### src/rtl/ysyx_23060072_ifu_prefetch.sv
// ysyx_23060072_ifu_prefetch: instruction prefetch queue between the
// instruction-memory bus and the IF stage.
//
// Issues sequential word fetches ahead of demand, buffers in-order
// responses in a DEPTH-entry FIFO and presents the head to IF with
// valid/ready. A flush discards queued and in-flight words and restarts
// fetch at the redirect target.
//
// Ports:
//   clk, rst            clock, synchronous active-high reset
//   flush_i, jump_pc_i  redirect request and target
//   imem_req_*          fetch request (valid/ready, word address)
//   imem_rsp_*          in-order response (valid, data, err)
//   instr_*             queue head to IF (valid/ready, pc, rdata, err)
//
// Build option: YSYX_23060072_PREFETCH_BYPASS_EN forwards a response
// straight to instr_* when the queue is empty (zero extra latency).
module ysyx_23060072_ifu_prefetch #(
    parameter int unsigned DEPTH    = 4,
    parameter logic [31:0] RESET_PC = 32'h8000_0000
) (
    input  logic        clk,
    input  logic        rst,
    input  logic        flush_i,
    input  logic [31:0] jump_pc_i,
    output logic        imem_req_valid_o,
    input  logic        imem_req_ready_i,
    output logic [31:0] imem_req_addr_o,
    input  logic        imem_rsp_valid_i,
    input  logic [31:0] imem_rsp_data_i,
    input  logic        imem_rsp_err_i,
    output logic        instr_valid_o,
    input  logic        instr_ready_i,
    output logic [31:0] instr_pc_o,
    output logic [31:0] instr_rdata_o,
    output logic        instr_err_o
);

    localparam int unsigned AW = $clog2(DEPTH);
    localparam int unsigned CW = $clog2(DEPTH + 1);

    typedef logic [AW-1:0] ptr_t;
    typedef logic [CW-1:0] cnt_t;

    logic [31:0] r_fetch_pc;
    cnt_t        r_count;
    cnt_t        r_outst;
    cnt_t        r_drop;
    ptr_t        r_rd;
    ptr_t        r_wr;
    ptr_t        r_tag_rd;
    ptr_t        r_tag_wr;

    logic [31:0] r_pc_q   [DEPTH];
    logic [31:0] r_data_q [DEPTH];
    logic        r_err_q  [DEPTH];
    logic [31:0] r_tag_q  [DEPTH];

    logic [CW:0] w_live;
    logic        w_issue;
    logic        w_acc;
    logic        w_drop_rsp;
    logic        w_keep;
    logic        w_push;
    logic        w_pop;
    logic        w_fifo_vld;
    logic        w_out_vld;
    logic [31:0] w_rsp_pc;
    logic [31:0] w_jump;
    logic [31:0] w_head_pc;
    logic [31:0] w_head_data;
    logic        w_head_err;
    cnt_t        w_outst_nxt;

    // Live slots: queued words plus requests whose responses will be kept.
    // Outstanding is also capped so the issue-tag FIFO cannot overflow.
    assign w_live = {1'b0, r_count} + {1'b0, r_outst} - {1'b0, r_drop};
    assign w_issue = !rst && (w_live < (CW+1)'(DEPTH))
                          && (r_outst < CW'(DEPTH));
    assign w_acc = w_issue && imem_req_ready_i;

    assign w_drop_rsp = imem_rsp_valid_i && (r_drop != '0);
    assign w_keep     = imem_rsp_valid_i && (r_drop == '0) && !flush_i;
    assign w_rsp_pc   = r_tag_q[r_tag_rd];
    assign w_fifo_vld = (r_count != '0);
    assign w_jump     = jump_pc_i & 32'hFFFF_FFFC;

`ifdef YSYX_23060072_PREFETCH_BYPASS_EN
    logic w_byp;
    assign w_byp       = w_keep && !w_fifo_vld;
    assign w_out_vld   = w_fifo_vld || w_byp;
    assign w_push      = w_keep && !(w_byp && instr_ready_i);
    assign w_head_pc   = w_fifo_vld ? r_pc_q[r_rd]   : w_rsp_pc;
    assign w_head_data = w_fifo_vld ? r_data_q[r_rd] : imem_rsp_data_i;
    assign w_head_err  = w_fifo_vld ? r_err_q[r_rd]  : imem_rsp_err_i;
`else
    assign w_out_vld   = w_fifo_vld;
    assign w_push      = w_keep;
    assign w_head_pc   = r_pc_q[r_rd];
    assign w_head_data = r_data_q[r_rd];
    assign w_head_err  = r_err_q[r_rd];
`endif

    // A pop during a flush is ignored; the queue is emptied anyway.
    assign w_pop = w_fifo_vld && instr_ready_i && !flush_i;

    assign w_outst_nxt = r_outst + cnt_t'(w_acc) - cnt_t'(imem_rsp_valid_i);

    assign imem_req_valid_o = w_issue;
    assign imem_req_addr_o  = rst ? RESET_PC : r_fetch_pc;
    assign instr_valid_o    = !rst && w_out_vld;
    assign instr_pc_o       = rst ? '0 : w_head_pc;
    assign instr_rdata_o    = rst ? '0 : w_head_data;
    assign instr_err_o      = !rst && w_head_err;

    always_ff @(posedge clk) begin
        if (rst) begin
            r_fetch_pc <= RESET_PC;
            r_count    <= '0;
            r_outst    <= '0;
            r_drop     <= '0;
            r_rd       <= '0;
            r_wr       <= '0;
            r_tag_rd   <= '0;
            r_tag_wr   <= '0;
        end else begin
            // Tags track every bus transaction, dropped or not.
            r_outst  <= w_outst_nxt;
            r_tag_rd <= r_tag_rd + ptr_t'(imem_rsp_valid_i);
            r_tag_wr <= r_tag_wr + ptr_t'(w_acc);
            if (flush_i) begin
                r_fetch_pc <= w_jump;
                r_count    <= '0;
                r_rd       <= '0;
                r_wr       <= '0;
                r_drop     <= w_outst_nxt;
            end else begin
                if (w_acc) begin
                    r_fetch_pc <= r_fetch_pc + 32'd4;
                end
                if (w_drop_rsp) begin
                    r_drop <= r_drop - cnt_t'(1);
                end
                r_count <= r_count + cnt_t'(w_push) - cnt_t'(w_pop);
                r_rd    <= r_rd + ptr_t'(w_pop);
                r_wr    <= r_wr + ptr_t'(w_push);
            end
        end
    end

    always_ff @(posedge clk) begin
        if (w_acc) begin
            r_tag_q[r_tag_wr] <= r_fetch_pc;
        end
        if (w_push) begin
            r_pc_q[r_wr]   <= w_rsp_pc;
            r_data_q[r_wr] <= imem_rsp_data_i;
            r_err_q[r_wr]  <= imem_rsp_err_i;
        end
    end

endmodule

### config.mk
export PLATFORM = sky130hd
export DESIGN_NAME = ysyx_23060072_ifu_prefetch
export DESIGN_NICKNAME = d
export VERILOG_FILES = /design/src/rtl/ysyx_23060072_ifu_prefetch.sv
export SDC_FILE = /design/constraint.sdc
export NUM_CORES = 1
export LEC_CHECK = 0
export BUFFER_PORTS_ARGS = -buffer_cell sky130_fd_sc_hd__buf_2
export CAP_MARGIN = 20
export CORE_MARGIN = 2
export CORE_UTILIZATION = 50
export CTS_BUF_LIST = sky130_fd_sc_hd__clkbuf_16
export CTS_CLUSTER_SIZE = 40
export DETAILED_ROUTE_END_ITERATION = 16
export MAX_ROUTING_LAYER = met4
export PLACE_DENSITY = 0.69
export SETUP_SLACK_MARGIN = 0.1
export SYNTH_ARGS = -nofsm -noshare
export SYNTH_HDL_FRONTEND = slang
export SYNTH_SLANG_ARGS = --single-unit
### constraint.sdc
create_clock -name clk -period 11 [get_ports clk]
set_input_delay 1.1 -clock clk [delete_from_list [all_inputs] [get_ports clk]]
set_output_delay 1.1 -clock clk [all_outputs]
set_load 0.02 [all_outputs]
==> results.txt <==
status = complete, no violations
Worst Setup SP = r_rd[0]
postcts setup bufs = 0
gp weighted congestion = 0.8316
Synth Cell Area = 16880 µm²
total number of vias = 8940
Seq/Total Area, Yosys = 71.73%
synth-to-layout area growth = 15.75%
Worst EP required = 9.90 ns
Sink Count = 419
CP arrival = 2.98 ns
# Max-Cap Violations = 0
Worst R2R End = r_drop[2]
Final ANT Viol Nets = 0
Pins Over Slew Limit = 0
die area = 35260 µm²
Hold Path Origin = r_fetch_pc[31]
final-stage net count = 1201
Port-buffer cells = 163
Num CTS Buffers = 42
Via-to-Cell Ratio = 5.616
DP Worst Slack = 6.942 ns
commonest cells in the netlist = edfxtp_1, nor2b_1, mux4_2
hold endpoint = r_tag_q[3][31]
global-route wire length before repair = 51.63 mm
Detail Placement HPWL = 18.80 mm
R2R depth = 17
drt wl/cell = 20.55 µm
Area contributors post-synth = edfxtp_1, mux4_2, dfxtp_1
grt ovf = 0
layout cell share with drive strength beyond 1 = 30.42%
Die Wd = 187.8 µm
post-synth top area share = 66.16%
Clk pin slew, worst setup/hold paths = 0.06 ns
fmax = 244.8 MHz
Rel. slew slack = 33.38%
synth warn = 0
Distinct cells, synth = 47
Pleak = 6.549 nW
count leader, synth = edfxtp_1
Final setup viols = 0
DRT iter0 DRCs = 626
CTS H-tree lvls = 2
CP max FO = 40
pwr dens = 194.0 nW/µm²
TritonCTS clock tree = built
fin crit period = 4.084 ns
Main synth FF type = edfxtp_1
hold_buf cts = 0
RSZ-0062 raised after global routing = false
Simple-Gate Fraction of Synth Area = 8.751%
Adder-Cell Fraction of Synth Area = 1.512%
combinational family with the most area after synthesis = multiplexers
setup TNS = 0 ns
Yosys reg bits = 419
clock root buffer = clkbuf_16
Tot GR Track Use = 19.31%
# IOs = 170
R2R Setup Slk = 7.04 ns
CP endpoint kind = primary output
initial antenna violation count = 0
Mapped Avg Cell Area = 17.91 µm²
Worst-Skew Late Latency = 0.52 ns
Clock Path Buffers = 3
Synth Area in Compound Gates = 2.208%
Final Hold Fails = 0
Max IR drop VDD = 0.1168 mV
Worst Clk Skew = 0.01517 ns
Mapped Cells = 943
Hold WC Path Type = flop to flop
Post-route DRC = 0
# diodes = 0
Initial Util = 50.61%
post-synthesis xor/xnor area fraction = 1.452%
async set-reset flop share out of synthesis = 0%
fin crit share = 37.13%
Worst-Margin Slew = 0.9993 ns
Post-Route WL = 32.72 mm
CORE AREA = 33360 µm²
CP Class = flop to primary output
Worst Slack Setup Final = 6.916 ns
EDFF count, synth = 372
vias in the first global route = 9158
Synth area leader = edfxtp_1
Chip Height = 187.8 µm
row count = 67
hold path depth = 0
drt first pass iters = 5
mux cell area share after synthesis = 12.46%
launch point of the worst reg-to-reg path = r_count[1]
post-cts resize count = 0
crit start category = flop
largest net degree at the start of global routing = 79
worst max path at each step:
| stage | slack [ns] | depth (start not counted) | to |
|---|---|---|---|
| floorplan | 4.40 | 3 | r_data_q[1][0] |
| global placement | 6.92 | 4 | imem_req_addr_o[31] |
| detailed placement | 6.94 | 13 | r_drop[2] |
| CTS | 6.79 | 4 | instr_pc_o[13] |
| global route | 6.67 | 4 | instr_pc_o[13] |
| finish | 6.92 | 4 | instr_pc_o[15] |
layout make-up:
cell class,instances,area (µm²)
Sequential cell,419,12120
Fill cell,2515,13820
Clock inverter,33,281.5
Timing Repair Buffer,176,915.9
Tap cell,448,560.5
Inverter,22,82.58
Multi-Input combinational cell,451,4508
Clock buffer,43,1076
cells by family after synthesis:
family / Yosys count
XOR/XNOR: 28
buffers and inverters: 76
adder cells (fa/ha/maj): 18
multiplexers: 94
AND/OR/NAND/NOR: 256
other: 1
flip-flops: 419
AO/OA/AOI/OAI: 51
sequential cells by signal, indices dropped and copies added (netlist names):
name,count
r_data_q,128
r_pc_q,120
r_tag_q,120
r_fetch_pc,30
r_err_q,4
r_count,3
r_drop,3
r_outst,3
r_rd,2
r_tag_rd,2
r_tag_wr,2
r_wr,2
critical path: stages, from the launching register on:
cell	delay (ns)
dfxtp_4	0.68
buf_4	0.76
mux4_2	0.65
nor2b_1	0.15
buf_2	0.18
stage by stage:
step | total power [W] | std cells | util (%) | area [µm²] | hold WS, ns
after CTS | 0.003824 | 1592 | 58.58 | 19540 | 0.5684
final | 0.003792 | 1592 | 58.58 | 19540 | 0.5700
after global placement | 0.002419 | 1516 | 54.51 | 18190 | 0.5412
after floorplan | 0.002278 | 946 | - | 16900 | 0.4583
after global routing | 0.003943 | 1592 | 58.58 | 19540 | 0.5906
after detailed placement | 0.002434 | 1516 | 54.51 | 18190 | 0.5604
routing by layer:
layer | GRT usage [%] | vias to the layer above | routed length (µm)
met5 | - | - | 0
met4 | 4.543 | 0 | 411
met3 | 2.807 | 31 | 1819
met2 | 29.70 | 301 | 15470
met1 | 27.71 | 4544 | 15020
li1 | - | 4064 | -
power breakdown:
| group | internal [W] | switching, W |
|---|---|---|
| Combinational | 0.000191 | 0.000290 |
| Sequential | 0.00186 | 0.0000580 |
| Clock | 0.000826 | 0.000566 |
cells in the final DEF (no fill, tap or decap), drive strengths merged, types with 2 or more instances in the layout:
| master | netlist | layout |
|---|---|---|
| bufinv | 0 | 5 |
| nor3b | 4 | 4 |
| and2 | 6 | 6 |
| a311oi | 5 | 5 |
| nor4 | 18 | 18 |
| nor2 | 40 | 40 |
| conb | 1 | 4 |
| a21oi | 11 | 11 |
| nor2b | 97 | 97 |
| nand3 | 14 | 14 |
| xnor2 | 26 | 26 |
| xor2 | 2 | 2 |
| or2 | 3 | 3 |
| a211oi | 20 | 20 |
| or3 | 2 | 2 |
| edfxtp | 372 | 372 |
| clkbuf | 36 | 43 |
| a2111oi | 4 | 4 |
| buf | 18 | 176 |
| mux4 | 93 | 93 |
| ha | 14 | 14 |
| o21bai | 2 | 2 |
| nand4 | 14 | 14 |
| dfxtp | 47 | 47 |
| clkinvlp | 0 | 2 |
| and3 | 7 | 7 |
| nor3 | 19 | 19 |
| o31a | 3 | 3 |
| fa | 4 | 4 |
| clkinv | 0 | 17 |
| nand2 | 18 | 18 |
| and4 | 9 | 9 |
| or4 | 2 | 2 |
| inv | 22 | 31 |
Power figures use the tool's default switching activity.
